`config.mk`:
```
export PLATFORM = sky130hd
export DESIGN_NAME = detect_switch_edge_multi
export DESIGN_NICKNAME = d
export VERILOG_FILES = /design/src/rtl/detect_switch_edge_multi.sv
export SDC_FILE = /design/constraint.sdc
export NUM_CORES = 1
export LEC_CHECK = 0
export ABC_AREA = 1
export CAP_MARGIN = 25
export CORE_AREA = 2 2 39 41
export CTS_BUF_LIST = sky130_fd_sc_hd__clkbuf_2
export DETAILED_ROUTE_END_ITERATION = 12
export DIE_AREA = 0 0 41 43
export GPL_ROUTABILITY_DRIVEN = 0
export PLACE_DENSITY = 0.66
export SYNTH_ARGS = -nofsm -noshare
export SYNTH_HDL_FRONTEND = slang
export SYNTH_SLANG_ARGS = --single-unit
```
`constraint.sdc`:
```
create_clock -name clk -period 2 [get_ports clk]
set_clock_uncertainty 0.2 [all_clocks]
set_input_delay 0.4 -clock clk [delete_from_list [all_inputs] [get_ports clk]]
set_output_delay 0.4 -clock clk [all_outputs]
set_load 0.03 [all_outputs]
```
`src/rtl/detect_switch_edge_multi.sv`:
```
// Multi-channel switch debouncer: 2-flop synchronizer, per-channel stability counter,
// debounced level plus registered press/release pulses and a registered any-event flag.
module detect_switch_edge_multi #(
  parameter int NUM_CH          = 1,
  parameter int DEBOUNCE_CYCLES = 16,
  parameter int ACTIVE_LOW      = 1
) (
  input  logic              clk,
  input  logic              rst_n,
  input  logic [NUM_CH-1:0] sw,
  output logic [NUM_CH-1:0] pressed,
  output logic [NUM_CH-1:0] pos_edge_pulse,
  output logic [NUM_CH-1:0] neg_edge_pulse,
  output logic [NUM_CH-1:0] either_edge_pulse,
  output logic              any_event
);

  localparam int                CNT_W    = $clog2(DEBOUNCE_CYCLES + 1);
  localparam logic [CNT_W-1:0]  CNT_LAST = CNT_W'(DEBOUNCE_CYCLES - 1);
  localparam logic [NUM_CH-1:0] IDLE_PIN = {NUM_CH{ACTIVE_LOW != 0}};

  logic [NUM_CH-1:0] r_sync1;
  logic [NUM_CH-1:0] r_sync2;
  logic [NUM_CH-1:0] w_act;
  logic [NUM_CH-1:0] w_either;
  logic              r_any;

  // Reset loads the released pin level so a held switch looks like a fresh press afterwards.
  always_ff @(posedge clk) begin
    if (!rst_n) begin
      r_sync1 <= IDLE_PIN;
      r_sync2 <= IDLE_PIN;
    end else begin
      r_sync1 <= sw;
      r_sync2 <= r_sync1;
    end
  end

  assign w_act = (ACTIVE_LOW != 0) ? ~r_sync2 : r_sync2;

  for (genvar g = 0; g < NUM_CH; g++) begin : g_ch
    logic [CNT_W-1:0] r_cnt;
    logic             r_level;
    logic             r_pos;
    logic             r_neg;

    // Counter only runs while the synchronized level disagrees; any agreement abandons the change.
    always_ff @(posedge clk) begin
      if (!rst_n) begin
        r_cnt   <= '0;
        r_level <= 1'b0;
        r_pos   <= 1'b0;
        r_neg   <= 1'b0;
      end else begin
        r_pos <= 1'b0;
        r_neg <= 1'b0;
        if (w_act[g] == r_level) begin
          r_cnt <= '0;
        end else if (r_cnt >= CNT_LAST) begin
          r_level <= w_act[g];
          r_cnt   <= '0;
          r_pos   <= w_act[g];
          r_neg   <= ~w_act[g];
        end else begin
          r_cnt <= r_cnt + CNT_W'(1);
        end
      end
    end

    assign pressed[g]        = r_level;
    assign pos_edge_pulse[g] = r_pos;
    assign neg_edge_pulse[g] = r_neg;
  end

  assign w_either          = pos_edge_pulse | neg_edge_pulse;
  assign either_edge_pulse = w_either;

  always_ff @(posedge clk) begin
    if (!rst_n) begin
      r_any <= 1'b0;
    end else begin
      r_any <= |w_either;
    end
  end

  assign any_event = r_any;

endmodule

```
==> impl_metrics.env <==
export IMPL_seq_area_sq_um=220
export IMPL_die_y_um=43
export IMPL_die_area_sq_um=1760
export IMPL_cts_tree="yes"
export IMPL_max_slew_margin=0.796
export IMPL_n_fill_cell=155
export IMPL_antenna_left=0
export IMPL_crit_family="buffers and inverters"
export IMPL_cp_required_ns=1.40
export IMPL_core_sq_um=1380
export IMPL_portBuffers=7
export IMPL_grt_pass1_wl_um=993
export IMPL_post_synth_cell_area_avg_sq_um=9.54
export IMPL_grt_antenna_before_repair=0
export IMPL_rows=14
export IMPL_grt_util_all_layers=0.0888
export IMPL_drive_above_1_share=0.214
export IMPL_crit_fanout=4
export IMPL_holdWs_ns=0.225
export IMPL_multi_input_area_sq_um=186
export IMPL_ys_ff_latch=11
export IMPL_rsz0062_at_grt="no"
export IMPL_start_util=0.310
export IMPL_powerDensity_nw_per_um2=662
export IMPL_drt_pre_antenna_iters=2
export IMPL_critPathSlowestCell="clkdlybuf4s50_1"
export IMPL_wirelength_um=584
export IMPL_critPathMaxStageDelay_ns=0.69
export IMPL_grt_start_max_net_pins=9
export IMPL_power_leakage_nw=0.224
export IMPL_ctsHoldBuffers=0
export IMPL_ys_seq_area_frac=0.513
export IMPL_drc=0
export IMPL_min_path_type="reg -> reg"
export IMPL_max_freq_ghz=0.519
export IMPL_die_x_um=41
export IMPL_syn_inst=45
export IMPL_period_needed_ns=1.93
export IMPL_netlist_area_sq_um=429
export IMPL_overflow=0
export IMPL_status="finished clean"
export IMPL_maxCapViolCount=0
export IMPL_worst_pin_slew_ns=0.306
export IMPL_cts_buffer_depth=2
export IMPL_num_antenna_cells=0
export IMPL_cts_num_sinks=11
export IMPL_via_per_inst=4.31
export IMPL_cts_htree_levels=1
export IMPL_slew_violations=0
export IMPL_nets=62
export IMPL_ys_types=15
export IMPL_period_share=0.963
export IMPL_clk_pin_slew_worst_paths_ns=0.10
export IMPL_crit_type="reg -> out"
export IMPL_setup_violations_final=0
export IMPL_vias=310
export IMPL_wl_per_cell_um=8.11
export IMPL_root_buffer="clkbuf_2"
export IMPL_end_kind="output pin"
export IMPL_dp_hpwl_um=471
export IMPL_areaGrowthSynthToFinish_pct=25.4
export IMPL_cts_made_buffers=3
export IMPL_cp_data_arrival_time_ns=1.33
export IMPL_syn_num_nets=50
export IMPL_grt_pass1_vias=286
export IMPL_finalHoldViolCount=0
export IMPL_path_cells="clkdlybuf4s50_1"
export IMPL_start_kind="flip-flop"
export IMPL_clkLatencyLatePin_ns=0.25
export IMPL_synth_warnings=0
export IMPL_drtIter0Drc=4
export IMPL_io_pins=8
export IMPL_cp_buffers_inverters=1
export IMPL_final_setup_tns_ns=0
export IMPL_peakVddDrop_v=0.000358
==> registers in the layout, summed over array words and instances, names as in the netlist <==
register	count
r_sync1	1
pressed	1
neg_edge_pulse	1
any_event	1
g_ch.r_cnt	5
r_sync2	1
pos_edge_pulse	1
==> final timing paths <==
check / depth (start not counted) / end / from / slack [ns]
max: 1 / pressed / pressed / 0.07
min: 2 / r_sync2 / r_sync1 / 0.23
max reg2reg: 7 / pos_edge_pulse / g_ch[0].r_cnt[0] / 0.41
min reg2reg: 2 / r_sync2 / r_sync1 / 0.23
==> cell usage after synthesis <==
cell / instances / share of area
nor3b_2: 3 / 0.087
nand4_1: 1 / 0.015
nand3_4: 1 / 0.041
nand3_1: 1 / 0.012
dfxtp_1: 11 / 0.51
inv_2: 1 / 0.0087
ha_1: 2 / 0.058
inv_1: 5 / 0.044
nor3_1: 3 / 0.035
nand2_2: 2 / 0.029
o21a_1: 1 / 0.017
nor2_1: 5 / 0.044
or2_2: 1 / 0.015
nand2_1: 7 / 0.061
xnor2_1: 1 / 0.020
==> timing repair <==
item / 4_1_cts / 5_1_grt
gates resized for setup: 1 / 0
buffers inserted: 0 / 0
setup endpoints to repair: 1 / 0
==> per-layer routing <==
layer  vias to the layer above  global-route usage  part of all wire
li1                        165                   -                 -
met1                       136              0.0948              0.44
met2                         6               0.128              0.48
met3                         3              0.0157             0.033
met4                         0               0.100             0.043
met5                         -                   0                 0
==> where the power goes <==
group	internal, mW	total, mW	leakage, nW	switching, mW
sequential	0.221	0.223	0.0891	0.00177
combinational	0.00577	0.0113	0.118	0.00554
clock	0.0531	0.122	0.0166	0.0687
==> cell type report <==
cell class,instances,share of cell area
Multi-Input combinational cell,28,0.347
Clock buffer,4,0.0372
Sequential cell,11,0.409
Tap cell,16,0.0372
Inverter,6,0.0419
Timing Repair Buffer,7,0.128
==> logic make-up after synthesis <==
family	Yosys count	synth area share
buffers and inverters	6	0.0525
AO/OA/AOI/OAI	1	0.0175
AND/OR/NAND/NOR	24	0.338
adder cells (fa/ha/maj)	2	0.0583
XOR/XNOR	1	0.0204
flip-flops	11	0.513
==> through the flow <==
step,area [sq um],std cells,total power [mW],setup WS [ns],util
after floorplan,429,45,0.233,0.507,-
after global placement,519,68,0.240,0.236,0.375
after detailed placement,519,68,0.240,0.233,0.375
after CTS,538,72,0.365,0.0474,0.389
after global routing,538,72,0.376,0.00969,0.389
final,538,72,0.356,0.0735,0.389
==> layout by cell type, fill, tap and decap left out <==
cell type,instances
dfxtp_1,11
nand2_1,7
clkdlybuf4s50_1,6
inv_1,5
nor2_1,5
clkbuf_2,4
nor3_1,3
nor3b_2,3
nand2_2,2
ha_1,2
or2_2,1
inv_2,1
nand3_4,1
nand4_1,1
o21a_1,1
xnor2_1,1
nand3_1,1
dlygate4sd2_1,1
Power figures use the tool's default switching activity.
